==> src/rtl/hamming_secded_fifo.sv <==
// hamming_secded_fifo: FIFO storing extended-Hamming (SECDED) codewords, with write-side
// error injection, registered single-error correction / double-error detection and saturating event counters.
module hamming_secded_fifo #(
    parameter int DW = 32,
    parameter int DEPTH = 4,
    parameter int CNTW = 16,
    localparam int PW = $clog2(DW + 1 + $clog2(DW + 1 + $clog2(DW + 1))),
    localparam int CW = DW + PW + 1,
    localparam int AW = $clog2(DEPTH)
) (
    input  logic            clk,
    input  logic            reset_n,
    input  logic            i_wreq,
    input  logic [DW-1:0]   i_wdata,
    input  logic [CW-1:0]   i_inj_mask,
    input  logic            i_rreq,
    output logic            o_rvalid,
    output logic [DW-1:0]   o_rdata,
    output logic            o_sec,
    output logic            o_ded,
    output logic [PW-1:0]   o_err_pos,
    output logic            o_empty,
    output logic            o_full,
    output logic [AW:0]     o_count,
    output logic            o_wr_ovf,
    output logic            o_rd_udf,
    input  logic            i_cnt_clr,
    output logic [CNTW-1:0] o_sec_cnt,
    output logic [CNTW-1:0] o_ded_cnt
);
    localparam logic [PW-1:0] NPOS = PW'(DW + PW);

    function automatic logic [CW-1:0] encode(input logic [DW-1:0] d);
        logic [CW-1:0] c;
        int j;
        c = '0;
        j = 0;
        for (int pos = 1; pos < CW; pos++)
            if ((pos & (pos - 1)) != 0) begin
                c[pos] = d[j];
                j++;
            end
        // Parity slots are still zero here, so each parity bit can fold in its own slot harmlessly.
        for (int k = 0; k < PW; k++)
            for (int pos = 1; pos < CW; pos++)
                if (((pos >> k) & 1) != 0) c[1 << k] = c[1 << k] ^ c[pos];
        c[0] = ^c;
        return c;
    endfunction

    function automatic logic [DW-1:0] extract(input logic [CW-1:0] c);
        logic [DW-1:0] d;
        int j;
        d = '0;
        j = 0;
        for (int pos = 1; pos < CW; pos++)
            if ((pos & (pos - 1)) != 0) begin
                d[j] = c[pos];
                j++;
            end
        return d;
    endfunction

    logic [CW-1:0] mem [DEPTH];
    logic [AW-1:0] wr_ptr, rd_ptr;
    logic [AW:0]   cnt_next;
    logic          wr_acc, rd_acc;
    logic [CW-1:0] head, fixed;
    logic [PW-1:0] syn;
    logic          q, dec_sec, dec_ded;

    assign wr_acc = i_wreq && (!o_full || i_rreq);
    assign rd_acc = i_rreq && !o_empty;
    assign cnt_next = o_count + (AW+1)'(wr_acc) - (AW+1)'(rd_acc);
    assign head = mem[rd_ptr];

    always_comb begin
        syn = '0;
        for (int i = 1; i < CW; i++)
            syn = head[i] ? syn ^ PW'(i) : syn;
        q = ^head;
        fixed = head;
        for (int i = 1; i < CW; i++)
            fixed[i] = head[i] ^ (q && syn == PW'(i));
        dec_sec = q && syn <= NPOS;
        dec_ded = q ? syn > NPOS : syn != '0;
    end

    always_ff @(posedge clk)
        if (wr_acc) mem[wr_ptr] <= encode(i_wdata) ^ i_inj_mask;

    always_ff @(posedge clk or negedge reset_n) begin
        if (!reset_n) begin
            wr_ptr    <= '0;
            rd_ptr    <= '0;
            o_count   <= '0;
            o_empty   <= 1'b1;
            o_full    <= 1'b0;
            o_wr_ovf  <= 1'b0;
            o_rd_udf  <= 1'b0;
            o_rvalid  <= 1'b0;
            o_rdata   <= '0;
            o_sec     <= 1'b0;
            o_ded     <= 1'b0;
            o_err_pos <= '0;
            o_sec_cnt <= '0;
            o_ded_cnt <= '0;
        end else begin
            wr_ptr   <= wr_ptr + AW'(wr_acc);
            rd_ptr   <= rd_ptr + AW'(rd_acc);
            o_count  <= cnt_next;
            o_empty  <= cnt_next == '0;
            o_full   <= cnt_next == (AW+1)'(DEPTH);
            o_wr_ovf <= i_wreq && !wr_acc;
            o_rd_udf <= i_rreq && o_empty;
            o_rvalid <= rd_acc;
            if (rd_acc) begin
                o_rdata   <= extract(fixed);
                o_sec     <= dec_sec;
                o_ded     <= dec_ded;
                o_err_pos <= dec_sec ? syn : '0;
            end
            o_sec_cnt <= i_cnt_clr ? '0 : (rd_acc && dec_sec && !(&o_sec_cnt)) ? o_sec_cnt + 1'b1 : o_sec_cnt;
            o_ded_cnt <= i_cnt_clr ? '0 : (rd_acc && dec_ded && !(&o_ded_cnt)) ? o_ded_cnt + 1'b1 : o_ded_cnt;
        end
    end
endmodule

==> config.mk <==
export PLATFORM = sky130hd
export DESIGN_NAME = hamming_secded_fifo
export DESIGN_NICKNAME = d
export VERILOG_FILES = /design/src/rtl/hamming_secded_fifo.sv
export SDC_FILE = /design/constraint.sdc
export NUM_CORES = 1
export LEC_CHECK = 0
export BUFFER_PORTS_ARGS = -buffer_cell sky130_fd_sc_hd__clkbuf_2
export CAP_MARGIN = 10
export CORE_ASPECT_RATIO = 0.5
export CORE_MARGIN = 2
export CORE_UTILIZATION = 35
export CTS_BUF_LIST = sky130_fd_sc_hd__clkbuf_8 sky130_fd_sc_hd__clkbuf_16
export CTS_CLUSTER_DIAMETER = 50
export DETAILED_ROUTE_END_ITERATION = 6
export RECOVER_POWER = 25
export SLEW_MARGIN = 20
export SYNTH_ARGS = -nofsm -noshare
export SYNTH_HDL_FRONTEND = slang
export SYNTH_SLANG_ARGS = --single-unit
==> constraint.sdc <==
create_clock -name clk -period 4 [get_ports clk]
set_clock_uncertainty 0.15 [all_clocks]
set_input_delay 0.8 -clock clk [delete_from_list [all_inputs] [get_ports clk]]
set_output_delay 0.8 -clock clk [all_outputs]
set_load 0.005 [all_outputs]
# == Word-level counts from Yosys, hierarchy flattened ==
# Memories as Yosys holds them, arrays and structs flattened.
# Cells that the tools add are included.
# totals
register_bits,84
wordCells,901
ram_bits,156
in_bits,76
mem_count,1
# op_classes
magnitude_cmp,95
eq_ne,33
n_addsub,66
bitwise_logic,159
reduce_logical,86
muxes,447
# memory_table
name,depth,word_bits,read_ports,rd_ports_with_merged_regs,write_ports,line_no,text
mem,4,39,1,0,1,64,logic [CW-1:0] mem [DEPTH];
# ops
cell,n
two-way mux 32 bit,92
less-than comparator 32 x 7 -> 1 bit (second input constant),62
adder 32 x 2 -> 32 bit (second input constant),60
bitwise mux 32 bit,31
>= comparator 32 x 1 -> 1 bit (second input constant),31
two-way mux 1 bit,220
binary-select mux 1 bit (select 5 bit),31
demux 1 bit (select 5 bit),31
bitwise XOR 1 bit,121
equality test 6 x 5 -> 1 bit (second input constant),15
two-way mux 5 bit,16
parity 39 bit,2
logical AND 1 bit,72
two-way mux 16 bit,4
two-way mux 6 bit,8
equality test 6 x 4 -> 1 bit (second input constant),7
inverter 3 bit,13
bitwise XOR 39 bit,1
equality test 6 bit (second input constant),6
adder 16 x 1 -> 16 bit (second input constant),2
two-way mux 4 bit,8
AND reduction 16 bit,2
inverter 2 bit,13
inverter 4 bit,5
17 further kinds,33

# == Depth between registers and ports, before layout ==
# An unclocked memory read counts as a cell.
# depth
ltp_word,136
depth_mapped,16
depth_no_buf,10

# == Worst setup path before layout ==
# Ideal clock, no wire load.
# synth_path
path_type,input -> register
startpoint,in i_rreq
endpoint,mem mem[0][0] in the netlist's numbering (enable)
path_buffers,0
setup_slack_ps,-296
required_time_ps,3366
t_arrival_ps,3662
stages,3
setup_time_ps,484
path_cell_list,nand2b_1 nand2_1 nor3_1
# synth_via
elab_chain_len,4
# synth_lines
item,line_no,text
from (decl),16,"input logic i_rreq,"
logical OR 1 bit,72,assign wr_acc = i_wreq && (!o_full || i_rreq);
logical AND 1 bit,72,
two-way mux 1 bit,90,if (wr_acc) mem[wr_ptr] <= encode(i_wdata) ^ i_inj_mask;
two-way mux 1 bit (not written as such),90,
to (decl),64,
# No other way between the ends.

# == Final worst setup path ==
# layout_path
startpoint,reg rd_ptr[0]
endpoint,reg o_sec_cnt[13]
# layout_via
elab_chain_len,62
# layout_lines
item,line_no,text
from (decl),65,"logic [AW-1:0] wr_ptr, rd_ptr;"
from (signal assigned),110,rd_ptr <= rd_ptr + AW'(rd_acc);
memory read (4 x 39 bit) (*),-,
two-way mux 1 bit,80,syn = head[i] ? syn ^ PW'(i) : syn;
two-way mux 2 bit,80,
inverter 2 bit (no source line),-,
two-way mux 2 bit,80,
two-way mux 3 bit,80,
inverter 2 bit (no source line),-,
two-way mux 3 bit (2 in series),80,
(+42 left out),-,
inverter 3 bit (no source line),-,
two-way mux 6 bit (2 in series),80,
inverter 3 bit (no source line),-,
two-way mux 6 bit (2 in series),80,
less-or-equal comparator 6 bit,85,dec_sec = q && syn <= NPOS;
logical AND 1 bit (*),85,
logical AND 1 bit (*) (2 in series),123,o_sec_cnt <= i_cnt_clr ? '0 : (rd_acc && dec_sec && !(&o_sec_cnt)) ? o_sec_cnt + 1'b1 : o_sec_cnt;
nonzero test 2 bit (no source line) (*),-,
to (signal assigned),123,
to (decl),28,"output logic [CNTW-1:0] o_sec_cnt,"
# Mark *: on every way between the ends. The rest lies on a longest branch, timed or not.
# A chain may end at the register's enable or synchronous reset.

==> run_results.csv <==
group,metric,value,unit
sta,drv_slew,85,
final_layout,finalNetCount,1158,
final_layout,n_antenna_cell,0,
min_path,hold_path_end,"o_err_pos[0]",
synth,netlist_area,11480,µm²
synth,synthSimpleGateAreaFrac,0.08555,
route,drtAntennaViolNets,0,
floorplan,die_x,260.1,µm
synth,synth_compound_area_frac,0.03803,
route,drt_iter0_markers,450,
synth,ys_seq_area_frac,0.5912,
synth,synth_common_cells,"156 x edfxtp_1, 122 x xnor2_1, 83 x dfrtp_1",
placement,place.gp.congestion,0.8949,
route,wl_per_cell,19.01,µm
worst_setup_path,critPathMaxFanout,7,
synth,yosysTopAreaCellShare,0.4080,
min_path,hold_start,"o_err_pos[0]",
cts,cts.sinks,240,
grt,grt_overflow,0,
min_path,hold_depth,2,
sta,finalWorstSetupSlack,-0.06350,ns
synth,async_flop_share,0.3500,
status,failed_checks,"capacitance limit, slew limit, setup timing",
synth,synth_area_leaders,"edfxtp_1 41%, dfrtp_1 18%, xnor2_1 9.3%, mux4_2 7.7%, xor2_1 5.3%",
synth,yosys.area_share.adder,0.008282,
sta,final-hold-violation-count,0,
sta,finalSetupViolCount,18,
route,num_vias,7357,
placement,place_hpwl,20.97,mm
floorplan,coreArea,32000,µm²
synth,yosys_warnings,0,
job,maxCapViolations,1,
synth,synth.net_count,902,
synth,yosysMostFrequentCell,"edfxtp_1",
route,viasPerCell,4.821,
synth,synth_top_family_by_area,"XOR/XNOR gates",
sta,layout_min_cycle_time,4.064,ns
route,wl,29.01,mm
grt,grt_start_max_net_pins,85,
final_layout,drive_above_1_share,0.3510,
floorplan,fp.dieArea,34360,µm²
placement,place_ws,-0.2713,ns
grt,grt_pass1_vias,7561,
final_layout,n_fill_cell,2906,
cts,clk_latency,0.54,ns
synth,synthMuxAreaShare,0.08119,
worst_setup_path,r2r_end,"o_sec_cnt[13]",
route,drcViolationCount,0,
grt,antenna_found_initial,0,
worst_setup_path,crit_required,4.30,ns
worst_setup_path,crit_type,"flop to flop",
synth,syn_avg_cell_area,14.02,µm²
cts,clkTransAtPathRegs,0.06,ns
synth,synthCells,819,
worst_setup_path,r2r_slack,-0.06,ns
floorplan,ios,156,
floorplan,start_util,0.3588,
synth,yosys_most_used_dff,"edfxtp_1",
cts,cts_buffer_depth,3,
sta,rsz0062_at_grt,"true",
worst_setup_path,cp-start-kind,"flop",
synth,synth_xor_area_frac,0.1773,
grt,grt_util_all_layers,0.1694,
worst_setup_path,crit_arrival,4.37,ns
floorplan,num_rows,46,
worst_setup_path,rr_worst_depth,15,
sta,period_share,1.016,
synth,ys_types,47,
final_layout,stdcell_area,14730,µm²
worst_setup_path,end_kind,"flop",
sta,worstMarginPinSlew,2.128,ns
cts,cts_max_level,1,
sta,fmax,246.1,MHz
final_layout,area_growth,28.28,%
placement,port_buffers,155,
placement,placed_area,13350,µm²
cts,cts_buffers,25,
floorplan,dieHeight,132.1,µm
grt,grt_pass1_wl,44.50,mm
synth,synth.ff_latch_count,240,
cts,cts-root-buf,"clkbuf_16",
min_path,min_path_type,"flop to flop",
route,first_pass_iters,5,
worst_setup_path,worstReg2RegStart,"rd_ptr[0]",
synth,synth.largest_area_cell,"edfxtp_1",
final_layout,post-route-util,0.4602,
sta,max_slew_margin,-0.4186,
synth,synth_edf_count,156,
status,status,"finished with violations",
cts,cts_tree,"done",
-- per-layer routing --
layer,vias to the layer above,GRT usage,share of wire
met5,-,0,0
met3,35,0.03018,0.042
met2,136,0.2871,0.50
met4,0,0.03397,0.017
li1,3465,-,-
met1,3721,0.2291,0.44
-- per-stage QoR --
stage	std cells	TNS, ns	hold slack, ns
after floorplan	819	-0.01013	0.3128
after global placement	1450	-1.503	0.3106
after detailed placement	1450	-3.412	0.3071
after CTS	1514	-0.1245	0.3107
after global routing	1526	-4.128	0.3242
final	1526	-0.5079	0.3180
-- area by class of cell --
cell class	count	area, µm²	area share
clock inverter	21	183.9	0.01249
sequential	240	6789	0.4610
clock buffer	25	625.6	0.04248
timing repair buffer	259	1709	0.1160
tap	432	540.5	0.03670
inverter	14	52.55	0.003568
multi-input combinational	535	4827	0.3278
-- layout by cell type (no fill, tap or decap), types with 12 or more instances in the layout --
master	netlist	final
mux4_2	39	39
buf_4	1	85
dfrtp_1	83	82
nand3_1	20	20
xor2_1	69	66
xnor2_1	122	108
clkbuf_2	0	137
o21ai_0	42	40
clkbuf_16	0	25
xnor2_2	7	19
nor2_1	39	35
clkbuf_1	15	18
edfxtp_1	156	156
inv_1	14	17
nand2_1	71	71
and3_1	12	12
-- sequential cells by signal (all words and copies together) (netlist names) --
name       count
mem          156
o_rdata       32
o_ded_cnt     16
o_sec_cnt     16
o_err_pos      6
o_count        3
rd_ptr         2
wr_ptr         2
o_ded          1
o_empty        1
o_full         1
o_rd_udf       1
o_rvalid       1
o_sec          1
o_wr_ovf       1
-- worst max path at each step --
stage | startpoint | end | slack, ns
6_report | rd_ptr[0] | o_sec_cnt[13] | -0.06
5_1_grt | rd_ptr[0] | o_sec_cnt[9] | -0.20
4_1_cts | rd_ptr[0] | o_ded_cnt[5] | -0.03
3_5_place_dp | rd_ptr[0] | o_sec_cnt[0] | -0.27
3_3_place_gp | rd_ptr[0] | o_sec_cnt[0] | -0.19
2_1_floorplan | rd_ptr[0] | o_sec_cnt[1] | -0.01
-- critical path, cell delays in order, from the launching register on --
cell,delay (ns)
dfrtp_2,0.41
buf_6,0.14
buf_12,0.12
buf_12,0.12
mux4_2,0.52
buf_4,0.18
xnor2_2,0.15
xnor2_2,0.30
xnor2_2,0.17
xnor2_2,0.30
nand3b_4,0.17
nor4b_4,0.38
o21ai_4,0.12
buf_12,0.14
or4_4,0.50
a21oi_2,0.12
-- cells by family (layout without fill, tap and decap cells) --
group,Yosys count,count (layout)
AOI/OAI and AO/OA,75,75
buffers and inverters,44,319
and+or+nand+nor,200,200
DFF,240,240
xor gates and xnor gates,209,209
adders and majority gates,7,7
muxes,44,44
-- timing repair --
item,in CTS,in global routing
setup endpoints to repair,25,42
gates resized for setup,24,41
setup buffers,18,12
hold buffers,0,0
pin swaps,13,21
Power is not shown: default switching activity piles up to over one toggle a cycle in this logic, so the estimate is an artifact.
